### config.mk
export PLATFORM = sky130hd
export DESIGN_NAME = set_assoc_cache_flat
export DESIGN_NICKNAME = d
export VERILOG_FILES = /design/src/rtl/set_assoc_cache_if.sv /design/src/rtl/set_assoc_cache.sv /design/src/flat_wrapper.sv
export SDC_FILE = /design/constraint.sdc
export NUM_CORES = 1
export LEC_CHECK = 0
export CORE_MARGIN = 1.5
export CORE_UTILIZATION = 59
export DETAILED_ROUTE_END_ITERATION = 7
export PLACE_DENSITY = 0.79
export SLEW_MARGIN = 20
export SYNTH_ARGS = -nofsm -noshare
export SYNTH_HDL_FRONTEND = slang
export SYNTH_SLANG_ARGS = --single-unit
### constraint.sdc
create_clock -name clk -period 5.7 [get_ports clk]
set_input_delay 1.425 -clock clk [delete_from_list [all_inputs] [get_ports clk]]
set_output_delay 1.425 -clock clk [all_outputs]
set_load 0.005 [all_outputs]
### src/rtl/set_assoc_cache_if.sv
// Requester, flush and line-memory handshake bundle for set_assoc_cache.
interface set_assoc_cache_if #(
  parameter int ADDR_WIDTH = 16,
  parameter int DATA_WIDTH = 8,
  parameter int LINE_WIDTH = 32
);
  logic                  req_valid;
  logic                  req_ready;
  logic                  req_is_rd;
  logic [ADDR_WIDTH-1:0] req_addr;
  logic [DATA_WIDTH-1:0] req_wdata;
  logic                  rsp_valid;
  logic [DATA_WIDTH-1:0] rsp_rdata;
  logic                  rsp_hit;
  logic                  flush_req;
  logic                  flush_done;
  logic                  mem_req_valid;
  logic                  mem_req_ready;
  logic                  mem_req_we;
  logic [ADDR_WIDTH-1:0] mem_req_addr;
  logic [LINE_WIDTH-1:0] mem_wdata;
  logic                  mem_rsp_valid;
  logic [LINE_WIDTH-1:0] mem_rdata;

  modport slave (
    input  req_valid, req_is_rd, req_addr, req_wdata, flush_req,
           mem_req_ready, mem_rsp_valid, mem_rdata,
    output req_ready, rsp_valid, rsp_rdata, rsp_hit, flush_done,
           mem_req_valid, mem_req_we, mem_req_addr, mem_wdata
  );

  modport master (
    output req_valid, req_is_rd, req_addr, req_wdata, flush_req,
           mem_req_ready, mem_rsp_valid, mem_rdata,
    input  req_ready, rsp_valid, rsp_rdata, rsp_hit, flush_done,
           mem_req_valid, mem_req_we, mem_req_addr, mem_wdata
  );
endinterface

### src/rtl/set_assoc_cache.sv
// N-way set-associative write-back/write-allocate byte cache with age-counter LRU and flush.
// Defining CACHE_STATS_EN adds saturating hit_cnt/miss_cnt statistics ports.
//
// state        | meaning
// IDLE         | ready for a request or a flush
// LOOKUP       | tag compare; hit update or victim selection
// WB           | write back the dirty victim line
// REFILL_REQ   | request the missing line from memory
// REFILL_WAIT  | wait for refill data and install the line
// RESP         | one-cycle response, accessed way becomes MRU
// FLUSH_SCAN   | visit next line, invalidate clean ones, finish after last
// FLUSH_WB     | write back the dirty line found by the scan
module set_assoc_cache #(
  parameter int ADDR_WIDTH = 16,
  parameter int DATA_WIDTH = 8,
  parameter int LINE_WIDTH = 32,
  parameter int NUM_SETS   = 4,
  parameter int NUM_WAYS   = 2
) (
  input logic               clk,
  input logic               rst_n,
  set_assoc_cache_if.slave  bus
`ifdef CACHE_STATS_EN
  ,
  output logic [15:0]       hit_cnt,
  output logic [15:0]       miss_cnt
`endif
);
  localparam int OFF_W  = $clog2(LINE_WIDTH / DATA_WIDTH);
  localparam int IDX_W  = $clog2(NUM_SETS);
  localparam int TAG_W  = ADDR_WIDTH - IDX_W - OFF_W;
  localparam int WAY_W  = $clog2(NUM_WAYS);
  localparam int SCAN_W = IDX_W + WAY_W + 1;

  typedef enum logic [2:0] {
    S_IDLE, S_LOOKUP, S_WB, S_REFILL_REQ, S_REFILL_WAIT, S_RESP, S_FLUSH_SCAN, S_FLUSH_WB
  } state_e;

  state_e                state_q, state_d;
  logic [ADDR_WIDTH-1:0] addr_q, addr_d;
  logic                  is_rd_q, is_rd_d;
  logic [DATA_WIDTH-1:0] wdata_q, wdata_d;
  logic [DATA_WIDTH-1:0] rdata_q, rdata_d;
  logic [WAY_W-1:0]      way_q, way_d;
  logic                  hit_q, hit_d;
  logic [SCAN_W-1:0]     scan_q, scan_d;

  logic                  valid_q [NUM_SETS][NUM_WAYS];
  logic                  valid_d [NUM_SETS][NUM_WAYS];
  logic                  dirty_q [NUM_SETS][NUM_WAYS];
  logic                  dirty_d [NUM_SETS][NUM_WAYS];
  logic [WAY_W-1:0]      age_q   [NUM_SETS][NUM_WAYS];
  logic [WAY_W-1:0]      age_d   [NUM_SETS][NUM_WAYS];
  logic [TAG_W-1:0]      tag_q   [NUM_SETS][NUM_WAYS];
  logic [TAG_W-1:0]      tag_d   [NUM_SETS][NUM_WAYS];
  logic [LINE_WIDTH-1:0] data_q  [NUM_SETS][NUM_WAYS];
  logic [LINE_WIDTH-1:0] data_d  [NUM_SETS][NUM_WAYS];

  logic [TAG_W-1:0] req_tag;
  logic [IDX_W-1:0] req_idx;
  logic [OFF_W-1:0] req_off;
  assign {req_tag, req_idx, req_off} = addr_q;

  logic [IDX_W-1:0] scan_idx;
  logic [WAY_W-1:0] scan_way;
  logic             scan_end;
  logic             scan_dirty;
  assign scan_idx   = scan_q[WAY_W +: IDX_W];
  assign scan_way   = scan_q[WAY_W-1:0];
  assign scan_end   = scan_q[SCAN_W-1];
  assign scan_dirty = valid_q[scan_idx][scan_way] && dirty_q[scan_idx][scan_way];

  function automatic logic [LINE_WIDTH-1:0] merge_byte(input logic [LINE_WIDTH-1:0] line,
                                                      input logic [OFF_W-1:0]      off,
                                                      input logic [DATA_WIDTH-1:0] b);
    logic [LINE_WIDTH-1:0] r;
    r = line;
    r[off*DATA_WIDTH +: DATA_WIDTH] = b;
    return r;
  endfunction

  // Descending scan so the lowest-index invalid way wins; ages form a permutation, so max age is all-ones.
  logic             hit_any, inv_any;
  logic [WAY_W-1:0] hit_way, inv_way, lru_way, victim_way;
  logic             victim_dirty;
  always_comb begin
    hit_any = 1'b0;
    inv_any = 1'b0;
    hit_way = '0;
    inv_way = '0;
    lru_way = '0;
    for (int w = NUM_WAYS-1; w >= 0; w--) begin
      if (valid_q[req_idx][w] && tag_q[req_idx][w] == req_tag) begin
        hit_any = 1'b1;
        hit_way = WAY_W'(w);
      end
      if (!valid_q[req_idx][w]) begin
        inv_any = 1'b1;
        inv_way = WAY_W'(w);
      end
      if (age_q[req_idx][w] == '1) lru_way = WAY_W'(w);
    end
    victim_way   = inv_any ? inv_way : lru_way;
    victim_dirty = valid_q[req_idx][victim_way] && dirty_q[req_idx][victim_way];
  end

  always_ff @(posedge clk or negedge rst_n) begin
    if (!rst_n) state_q <= S_IDLE;
    else        state_q <= state_d;
  end

  always_comb begin
    state_d = state_q;
    unique case (state_q)
      S_IDLE:        if (bus.flush_req)          state_d = S_FLUSH_SCAN;
                     else if (bus.req_valid)     state_d = S_LOOKUP;
      S_LOOKUP:      if (hit_any)                state_d = S_RESP;
                     else if (victim_dirty)      state_d = S_WB;
                     else                        state_d = S_REFILL_REQ;
      S_WB:          if (bus.mem_req_ready)      state_d = S_REFILL_REQ;
      S_REFILL_REQ:  if (bus.mem_req_ready)      state_d = S_REFILL_WAIT;
      S_REFILL_WAIT: if (bus.mem_rsp_valid)      state_d = S_RESP;
      S_RESP:                                    state_d = S_IDLE;
      S_FLUSH_SCAN:  if (scan_end)               state_d = S_IDLE;
                     else if (scan_dirty)        state_d = S_FLUSH_WB;
      S_FLUSH_WB:    if (bus.mem_req_ready)      state_d = S_FLUSH_SCAN;
      default:                                   state_d = S_IDLE;
    endcase
  end

  always_comb begin
    bus.req_ready     = (state_q == S_IDLE);
    bus.rsp_valid     = (state_q == S_RESP);
    bus.rsp_rdata     = (state_q == S_RESP && is_rd_q) ? rdata_q : '0;
    bus.rsp_hit       = (state_q == S_RESP) && hit_q;
    bus.flush_done    = (state_q == S_FLUSH_SCAN) && scan_end;
    bus.mem_req_valid = 1'b0;
    bus.mem_req_we    = 1'b0;
    bus.mem_req_addr  = '0;
    bus.mem_wdata     = '0;
    unique case (state_q)
      S_WB: begin
        bus.mem_req_valid = 1'b1;
        bus.mem_req_we    = 1'b1;
        bus.mem_req_addr  = {tag_q[req_idx][way_q], req_idx, {OFF_W{1'b0}}};
        bus.mem_wdata     = data_q[req_idx][way_q];
      end
      S_REFILL_REQ: begin
        bus.mem_req_valid = 1'b1;
        bus.mem_req_addr  = {req_tag, req_idx, {OFF_W{1'b0}}};
      end
      S_FLUSH_WB: begin
        bus.mem_req_valid = 1'b1;
        bus.mem_req_we    = 1'b1;
        bus.mem_req_addr  = {tag_q[scan_idx][scan_way], scan_idx, {OFF_W{1'b0}}};
        bus.mem_wdata     = data_q[scan_idx][scan_way];
      end
      default: ;
    endcase
  end

  always_comb begin
    addr_d  = addr_q;
    is_rd_d = is_rd_q;
    wdata_d = wdata_q;
    rdata_d = rdata_q;
    way_d   = way_q;
    hit_d   = hit_q;
    scan_d  = scan_q;
    valid_d = valid_q;
    dirty_d = dirty_q;
    age_d   = age_q;
    tag_d   = tag_q;
    data_d  = data_q;
    unique case (state_q)
      S_IDLE: begin
        if (bus.flush_req) begin
          scan_d = '0;
        end else if (bus.req_valid) begin
          addr_d  = bus.req_addr;
          is_rd_d = bus.req_is_rd;
          wdata_d = bus.req_wdata;
        end
      end
      S_LOOKUP: begin
        hit_d = hit_any;
        if (hit_any) begin
          way_d   = hit_way;
          rdata_d = data_q[req_idx][hit_way][req_off*DATA_WIDTH +: DATA_WIDTH];
          if (!is_rd_q) begin
            data_d[req_idx][hit_way]  = merge_byte(data_q[req_idx][hit_way], req_off, wdata_q);
            dirty_d[req_idx][hit_way] = 1'b1;
          end
        end else begin
          way_d = victim_way;
        end
      end
      S_REFILL_WAIT: begin
        if (bus.mem_rsp_valid) begin
          valid_d[req_idx][way_q] = 1'b1;
          tag_d[req_idx][way_q]   = req_tag;
          dirty_d[req_idx][way_q] = !is_rd_q;
          data_d[req_idx][way_q]  = is_rd_q ? bus.mem_rdata
                                            : merge_byte(bus.mem_rdata, req_off, wdata_q);
          rdata_d = bus.mem_rdata[req_off*DATA_WIDTH +: DATA_WIDTH];
        end
      end
      S_RESP: begin
        for (int w = 0; w < NUM_WAYS; w++) begin
          if (WAY_W'(w) == way_q)
            age_d[req_idx][w] = '0;
          else if (age_q[req_idx][w] < age_q[req_idx][way_q])
            age_d[req_idx][w] = age_q[req_idx][w] + WAY_W'(1);
        end
      end
      S_FLUSH_SCAN: begin
        if (!scan_end && !scan_dirty) begin
          valid_d[scan_idx][scan_way] = 1'b0;
          dirty_d[scan_idx][scan_way] = 1'b0;
          scan_d = scan_q + SCAN_W'(1);
        end
      end
      S_FLUSH_WB: begin
        if (bus.mem_req_ready) begin
          valid_d[scan_idx][scan_way] = 1'b0;
          dirty_d[scan_idx][scan_way] = 1'b0;
          scan_d = scan_q + SCAN_W'(1);
        end
      end
      default: ;
    endcase
  end

  always_ff @(posedge clk or negedge rst_n) begin
    if (!rst_n) begin
      addr_q  <= '0;
      is_rd_q <= 1'b0;
      wdata_q <= '0;
      rdata_q <= '0;
      way_q   <= '0;
      hit_q   <= 1'b0;
      scan_q  <= '0;
      for (int s = 0; s < NUM_SETS; s++) begin
        for (int w = 0; w < NUM_WAYS; w++) begin
          valid_q[s][w] <= 1'b0;
          dirty_q[s][w] <= 1'b0;
          age_q[s][w]   <= WAY_W'(w);
        end
      end
    end else begin
      addr_q  <= addr_d;
      is_rd_q <= is_rd_d;
      wdata_q <= wdata_d;
      rdata_q <= rdata_d;
      way_q   <= way_d;
      hit_q   <= hit_d;
      scan_q  <= scan_d;
      valid_q <= valid_d;
      dirty_q <= dirty_d;
      age_q   <= age_d;
    end
  end

  // Tags and line data are only meaningful behind a valid bit, so they carry no reset.
  always_ff @(posedge clk) begin
    tag_q  <= tag_d;
    data_q <= data_d;
  end

`ifdef CACHE_STATS_EN
  logic [15:0] hit_cnt_q, hit_cnt_d, miss_cnt_q, miss_cnt_d;
  always_comb begin
    hit_cnt_d  = hit_cnt_q;
    miss_cnt_d = miss_cnt_q;
    if (state_q == S_FLUSH_SCAN && scan_end) begin
      hit_cnt_d  = '0;
      miss_cnt_d = '0;
    end else if (state_q == S_RESP) begin
      if (hit_q && hit_cnt_q != 16'hFFFF)   hit_cnt_d  = hit_cnt_q + 16'd1;
      if (!hit_q && miss_cnt_q != 16'hFFFF) miss_cnt_d = miss_cnt_q + 16'd1;
    end
  end

  always_ff @(posedge clk or negedge rst_n) begin
    if (!rst_n) begin
      hit_cnt_q  <= '0;
      miss_cnt_q <= '0;
    end else begin
      hit_cnt_q  <= hit_cnt_d;
      miss_cnt_q <= miss_cnt_d;
    end
  end

  assign hit_cnt  = hit_cnt_q;
  assign miss_cnt = miss_cnt_q;
`endif
endmodule

### src/flat_wrapper.sv
// flat-port wrapper written by rule: the top's interface ports become plain ports
module set_assoc_cache_flat 
#(
  parameter int ADDR_WIDTH = 16,
  parameter int DATA_WIDTH = 8,
  parameter int LINE_WIDTH = 32,
  parameter int NUM_SETS   = 4,
  parameter int NUM_WAYS   = 2
)
  (clk, rst_n, bus_req_valid, bus_req_is_rd, bus_req_addr, bus_req_wdata, bus_flush_req, bus_mem_req_ready, bus_mem_rsp_valid, bus_mem_rdata, bus_req_ready, bus_rsp_valid, bus_rsp_rdata, bus_rsp_hit, bus_flush_done, bus_mem_req_valid, bus_mem_req_we, bus_mem_req_addr, bus_mem_wdata);
  set_assoc_cache_if #(.ADDR_WIDTH(ADDR_WIDTH), .DATA_WIDTH(DATA_WIDTH), .LINE_WIDTH(LINE_WIDTH)) bus_i ();
  input logic clk;
  input logic rst_n;
  input wire logic [$bits(bus_i.req_valid)-1:0] bus_req_valid;
  input wire logic [$bits(bus_i.req_is_rd)-1:0] bus_req_is_rd;
  input wire logic [$bits(bus_i.req_addr)-1:0] bus_req_addr;
  input wire logic [$bits(bus_i.req_wdata)-1:0] bus_req_wdata;
  input wire logic [$bits(bus_i.flush_req)-1:0] bus_flush_req;
  input wire logic [$bits(bus_i.mem_req_ready)-1:0] bus_mem_req_ready;
  input wire logic [$bits(bus_i.mem_rsp_valid)-1:0] bus_mem_rsp_valid;
  input wire logic [$bits(bus_i.mem_rdata)-1:0] bus_mem_rdata;
  output wire logic [$bits(bus_i.req_ready)-1:0] bus_req_ready;
  output wire logic [$bits(bus_i.rsp_valid)-1:0] bus_rsp_valid;
  output wire logic [$bits(bus_i.rsp_rdata)-1:0] bus_rsp_rdata;
  output wire logic [$bits(bus_i.rsp_hit)-1:0] bus_rsp_hit;
  output wire logic [$bits(bus_i.flush_done)-1:0] bus_flush_done;
  output wire logic [$bits(bus_i.mem_req_valid)-1:0] bus_mem_req_valid;
  output wire logic [$bits(bus_i.mem_req_we)-1:0] bus_mem_req_we;
  output wire logic [$bits(bus_i.mem_req_addr)-1:0] bus_mem_req_addr;
  output wire logic [$bits(bus_i.mem_wdata)-1:0] bus_mem_wdata;
  assign bus_i.req_valid = bus_req_valid;
  assign bus_i.req_is_rd = bus_req_is_rd;
  assign bus_i.req_addr = bus_req_addr;
  assign bus_i.req_wdata = bus_req_wdata;
  assign bus_i.flush_req = bus_flush_req;
  assign bus_i.mem_req_ready = bus_mem_req_ready;
  assign bus_i.mem_rsp_valid = bus_mem_rsp_valid;
  assign bus_i.mem_rdata = bus_mem_rdata;
  assign bus_req_ready = bus_i.req_ready;
  assign bus_rsp_valid = bus_i.rsp_valid;
  assign bus_rsp_rdata = bus_i.rsp_rdata;
  assign bus_rsp_hit = bus_i.rsp_hit;
  assign bus_flush_done = bus_i.flush_done;
  assign bus_mem_req_valid = bus_i.mem_req_valid;
  assign bus_mem_req_we = bus_i.mem_req_we;
  assign bus_mem_req_addr = bus_i.mem_req_addr;
  assign bus_mem_wdata = bus_i.mem_wdata;
  set_assoc_cache #(.ADDR_WIDTH(ADDR_WIDTH), .DATA_WIDTH(DATA_WIDTH), .LINE_WIDTH(LINE_WIDTH), .NUM_SETS(NUM_SETS), .NUM_WAYS(NUM_WAYS)) u_core (.clk(clk), .rst_n(rst_n), .bus(bus_i));
endmodule
### Yosys cells after proc, flatten, opt, wreduce, memory -nomap -nowiden

Index checks and enable logic that the tools add are counted.

| storage, ports and cells | value |
|---|---|
| bits of input ports | 63 |
| logic and storage cells | 281 |
| register bits | 418 |
| output and inout port bits | 62 |

| operators by class | value |
|---|---|
| reduce and logical (&&, ||, !) cells | 31 |
| equality and inequality tests | 19 |
| bitwise operators | 16 |
| shift-type cells | 4 |
| magnitude comparators | 13 |
| multiplexer cells | 146 |
| add/sub/neg operators | 4 |

Operators by type and width:

| operator | number |
|---|---|
| 256-bit 2-to-1 mux | 3 |
| 256-bit bitwise mux | 2 |
| 256-bit one-hot mux with 2 select lines | 1 |
| 32-bit 2-to-1 mux | 12 |
| 64-bit 2-to-1 mux | 6 |
| 64-bit binary-select mux with 2-bit select | 2 |
| 64-bit demux with 2-bit select | 2 |
| 8-bit 2-to-1 mux | 16 |
| 24-bit 2-to-1 mux | 5 |
| 24-bit binary-select mux with 2-bit select | 2 |
| 96-bit bitwise mux | 1 |
| 12-bit 2-to-1 mux | 7 |
| 32-bit bitwise mux | 2 |
| 32-bit demux with 1-bit select | 2 |
| 32-bit one-hot mux with 2 select lines | 1 |
| 32-bit by 6-bit variable part select with 8-bit output | 2 |
| 24-bit demux with 2-bit select | 1 |
| 16-bit one-hot mux with 3 select lines | 1 |
| 5-bit negation with 34-bit output | 1 |
| 8-bit by 34-bit variable shift with 32-bit output, first input constant | 1 |
| 8-bit by 34-bit variable part select with 32-bit output | 1 |
| 8-bit bitwise AND | 4 |
| 1-bit 2-to-1 mux | 32 |
| 8-bit one-hot mux with 4 select lines | 1 |
| 44 further kinds | 125 |

### Logic depth before layout (Yosys ltp)

| logic depth | value |
|---|---|
| word-level depth | 19 |
| mapped depth | 14 |
| mapped depth without buffers | 9 |

### Worst setup path after synthesis

OpenSTA, ideal clock, no wires.

| path | value |
|---|---|
| path kind | register to register |
| start point | register u_core.addr_q[3] |
| end point | register u_core.data_q[100] (netlist name) (enable) |
| path buffers | 3 |
| path slack | 1098 ps |
| library setup time | 432 ps |
| stages on the path, launching flop included | 12 |
| data arrival time | 4170 ps |
| clock period less this slack | 4602 ps |
| required time | 5268 ps |
| path through | dfrtp_1 -> buf_6 -> buf_2 -> buf_2 -> mux4_2 -> xnor2_1 -> nand2_1 -> nor4b_4 -> nor2_1 -> or4_1 -> a21o_1 -> a21oi_1 |

| on the way | value |
|---|---|
| cells in the longest elaborated chain, start to end | 10 |
| elaborated cells between the ends (all ways) | 15 |
| those cells by class | eq/ne: 3; mux: 8; bitwise: 1; reduce/logical: 3 |

RTL lines:

| what | line | RTL |
|---|---|---|
| start, declared | set_assoc_cache.sv:40 | `logic [ADDR_WIDTH-1:0] addr_q, addr_d;` |
| start signal, assigned | set_assoc_cache.sv:251 | `addr_q <= addr_d;` |
| 2-bit inverter with 3-bit output (not written as such) (*) | set_assoc_cache.sv:93 | `if (valid_q[req_idx][w] && tag_q[req_idx][w] == req_tag) begin` |
| 24-bit binary-select mux with 2-bit select | set_assoc_cache.sv:93 |  |
| 24-bit 2-to-1 mux (not written as such) (2 in a row) | set_assoc_cache.sv:93 |  |
| 12-bit equality test | set_assoc_cache.sv:93 |  |
| 1-bit logical AND | set_assoc_cache.sv:93 |  |
| 1-bit 2-to-1 mux | set_assoc_cache.sv:93 |  |
| 1-bit 2-to-1 mux (*) | set_assoc_cache.sv:93 |  |
| 2-bit by 1-bit inequality test with 1-bit output (no line) (*) | -- |  |
| 4-bit AND reduction (no line) (*) | -- |  |
| end signal, assigned | set_assoc_cache.sv:267 | `data_q <= data_d;` |
| end, declared | set_assoc_cache.sv:56 | `logic [LINE_WIDTH-1:0] data_q [NUM_SETS][NUM_WAYS];` |

Every way passes the cells marked *; elsewhere a longest branch is shown, timed or not. The select of a mux whose other input is x is not followed.
A chain may end at the register's enable or synchronous reset.

### Worst setup path in the final report

| path | value |
|---|---|
| start point | register u_core.state_q[1] |
| end point | output port bus_mem_wdata[19] |

| on the way | value |
|---|---|
| cells in the longest elaborated chain, start to end | 2 |
| elaborated cells between the ends (all ways) | 3 |
| those cells by class | eq/ne: 2; mux: 1 |

RTL lines:

| what | line | RTL |
|---|---|---|
| start, declared | set_assoc_cache.sv:39 | `state_e state_q, state_d;` |
| start signal, assigned | set_assoc_cache.sv:109 | `else state_q <= state_d;` |
| 3-bit equality test or 3-bit by 2-bit equality test with 1-bit output (tied branches) | set_assoc_cache.sv:141 | `unique case (state_q)` |
| 32-bit one-hot mux with 2 select lines (*) | set_assoc_cache.sv:141 |  |
| end, declared | flat_wrapper.sv:30 | `output wire logic [$bits(bus_i.mem_wdata)-1:0] bus_mem_wdata;` |

Every way passes the cells marked *; elsewhere a longest branch is shown, timed or not.

==> flow_summary.yaml <==
logic_synthesis:
  yosys.cell_types.count: 75
  synth_top_family_by_area: "multiplexers"
  netlist.area_leader.share_pct: 43.4
  synthAdderAreaFrac_pct: 0.308
  yosys.area_share.simple_pct: 6.72
  synth_area_leaders: "edfxtp_1, mux4_2, o22ai_1, dfrtp_1, mux2i_1"
  yosysTopAreaCell: "edfxtp_1"
  synth.mux.area_fraction_pct: 23.2
  synth_xor_xnor_area_share_pct: 1.01
  synth_compound_area_share_pct: 15.1
  ys.flop_type: "edfxtp_1"
  async_flop_share_pct: 15.8
  syn-instance-count: 1900
  seq_area_frac_synth_pct: 50.2
  synth_edf_count: 352
  syn_avg_cell_area_um2: 12.8
  ys_warn_count: 0
  syn_area_um2: 24300
  ys_seq_elements: 418
timing:
  fin_crit_ns: 5.24
  rsz0062_at_grt: "false"
  slew_headroom_pct: 20.9
  finalSetupTns_ns: 0
  fin_crit_sh_pct: 92.0
  slew_viol_final: 0
  fmax_mhz: 191
  setup_viol: 0
  skew_ns: 0.0311
  worst_pin_slew_ns: 1.19
  hold_viol: 0
routing:
  postRouteAntennaNets: 0
  routedWlPerCell_um: 32.3
  drt_pass1_iterations: 6
  drc_errors: 0
  viasPerCell: 7.71
  vias: 19500
  drtIter0Drc: 3176
  routed_wl_um: 81900
cts:
  cts_tree: "built"
  insertion_delay_ns: 0.60
  cts.sinks: 418
  cts_hold_buffers: 0
  cts_resized: 0
  clock_path_buffers: 3
  post_cts_buffers: 0
  cts_made_buffers: 45
  clkTransAtPathRegs_ns: 0.06
  cts_htree_levels: 2
  cts-root-buf: "clkbuf_16"
floorplan:
  ios: 125
  dieArea_um2: 42500
  fp.dieW_um: 206
  core_um2: 40700
  die_height_um: 206
  rows: 74
  start_util_pct: 59.7
grt:
  grt_pass1_vias: 19300
  grt_overflow_total: 0
  antenna_found_initial: 0
  grt_pass1_wl_um: 121000
  grt_max_degree: 73
  grtUsageTotal_pct: 38.9
layout:
  syn_to_final_growth_pct: 14.0
  diodes: 0
  fin_nets: 2034
  layout-drive-gt1-share_pct: 21.4
  fill_cells: 2824
setup_path:
  path_class: "register to output port"
  cpPeakStageDelay_ns: 0.75
  cp-start-kind: "register"
  arrival_ns: 3.82
  cp.required_ns: 4.28
  crit_chain: "and2_1, nand2_2, buf_4, o22ai_1, clkdlybuf4s50_1"
  slowest_stage: "dfrtp_1"
  cp-end-kind: "output port"
  crit_fanout: 32
power:
  vdd_drop_max_mv: 0.298
  power_density_nw_per_um2: 533
  power.total_mw: 14.8
  power.leakage_nw: 9.40
outcome:
  status: "completed"
placed_design:
  place_congestion: 0.979
  hpwlAfterDp_um: 50000
  numPortBuffers: 122
run:
  drv_cap: 0
hold_path:
  hp-class: "register to register"
[cell families after synthesis]
group | count (synthesis)
compound gates | 569
flops | 418
simple gates | 348
mux | 337
buf+inv | 193
xor+xnor | 28
fa+ha+maj | 6
other cells | 1
[cell usage after synthesis, types with 4 or more instances]
master and count:
edfxtp_1 352, o22ai_1 295, mux4_2 176, nand2_1 124
clkbuf_1 113, mux2i_1 111, a21oi_1 91, nor2_1 88
o21ai_0 69, dfrtp_1 62, mux2_2 47, nand2b_1 34
buf_1 26, nand3_1 25, buf_2 23, nor3_1 21
xnor2_1 20, inv_1 18, a31oi_1 17, o21ai_4 16
and3_1 15, nor2b_1 14, a211oi_1 11, o31ai_1 9
o21ai_2 8, xor2_1 8, o211ai_1 7, and2_1 6
buf_6 6, ha_1 6, nand4_1 5, o22a_1 5
a21boi_0 4, dfstp_2 4, o221ai_1 4
[layer usage]
metal | wire length (um) | vias up | track usage [%] | part of all wire (%)
met4 | 4410 | 0 | 19.3 | 5.4
met3 | 11500 | 354 | 10.0 | 14
met1 | 28600 | 9598 | 51.9 | 35
li1 | - | 7838 | - | -
met2 | 37300 | 1755 | 59.6 | 46
met5 | 0 | - | 0 | 0
[registers in the layout, indices dropped and copies added, names as in the netlist]
register	count
u_core.scan_q	4
u_core.addr_q	16
u_core.tag_q	96
u_core.hit_q	1
u_core.wdata_q	8
u_core.is_rd_q	1
u_core.state_q	3
u_core.rdata_q	8
u_core.age_q	8
u_core.dirty_q	8
u_core.data_q	256
u_core.valid_q	8
u_core.way_q	1
[critical path, delay by kind of cell (launching register included)]
family	cells	cell delay, ns
AND/OR/NAND/NOR	2	1.21
flip-flops	1	0.75
AO/OA/AOI/OAI	1	0.22
buffers and inverters	2	1.01
[cell usage in the layout (no fill, tap or decap), types with 10 or more instances in the layout]
master           count
edfxtp_1           352
o22ai_1            295
mux4_2             176
nand2_1            123
clkdlybuf4s50_1    121
mux2i_1            111
nor2_1              88
a21oi_1             83
o21ai_0             69
buf_4               64
dfrtp_1             56
mux2_2              47
clkbuf_16           47
nand2b_1            34
xnor2_1             20
nand3_1             20
nor3_1              19
inv_1               18
a31oi_1             17
o21ai_4             16
and3_1              15
nor2b_1             14
a211oi_1            11
clkbuf_1            10
[final cells by class]
class                      instances  area [um2]  share of cell area, %
clock inverter                    21         265                  0.956
sequential                       418       12200                   44.1
clock buffer                      63        1300                   4.67
timing repair buffer             189        1770                   6.39
multi-input combinational       1290       11400                   41.2
inverter                          21        78.8                  0.284
tap                              532         666                   2.40
[power by group]
part	internal, mW	switching [mW]
Combinational	2.79	4.26
Sequential	3.80	0.785
Clock	1.86	1.28
[final timing paths]
check / slack [ns] / end / from / depth (start not counted)
worst max-delay path: 0.46 / bus_mem_wdata[19] / u_core.state_q[1] / 5
worst min-delay path: 0.50 / u_core.hit_q / u_core.hit_q / 2
worst max register to register: 0.88 / u_core.data_q[16] / u_core.addr_q[3] / 10
worst min register to register: 0.50 / u_core.hit_q / u_core.hit_q / 2
max in group asynchronous: 3.91 / u_core.scan_q[0] / rst_n / 2
min in group asynchronous: 0.71 / u_core.rdata_q[2] / rst_n / 1
[through the flow]
step / std cells / setup slack, ns / hold slack, ns / instance area (um2) / utilization (%)
floorplan: 1901 / 1.10 / 0.442 / 24300 / -
global placement: 2450 / 1.11 / 0.464 / 26200 / 64.3
detailed placement: 2450 / 1.04 / 0.472 / 26200 / 64.3
CTS: 2534 / 0.542 / 0.486 / 27700 / 68.1
global route: 2534 / 0.339 / 0.519 / 27700 / 68.1
finish: 2534 / 0.456 / 0.500 / 27700 / 68.1
Power figures use the tool's default switching activity.
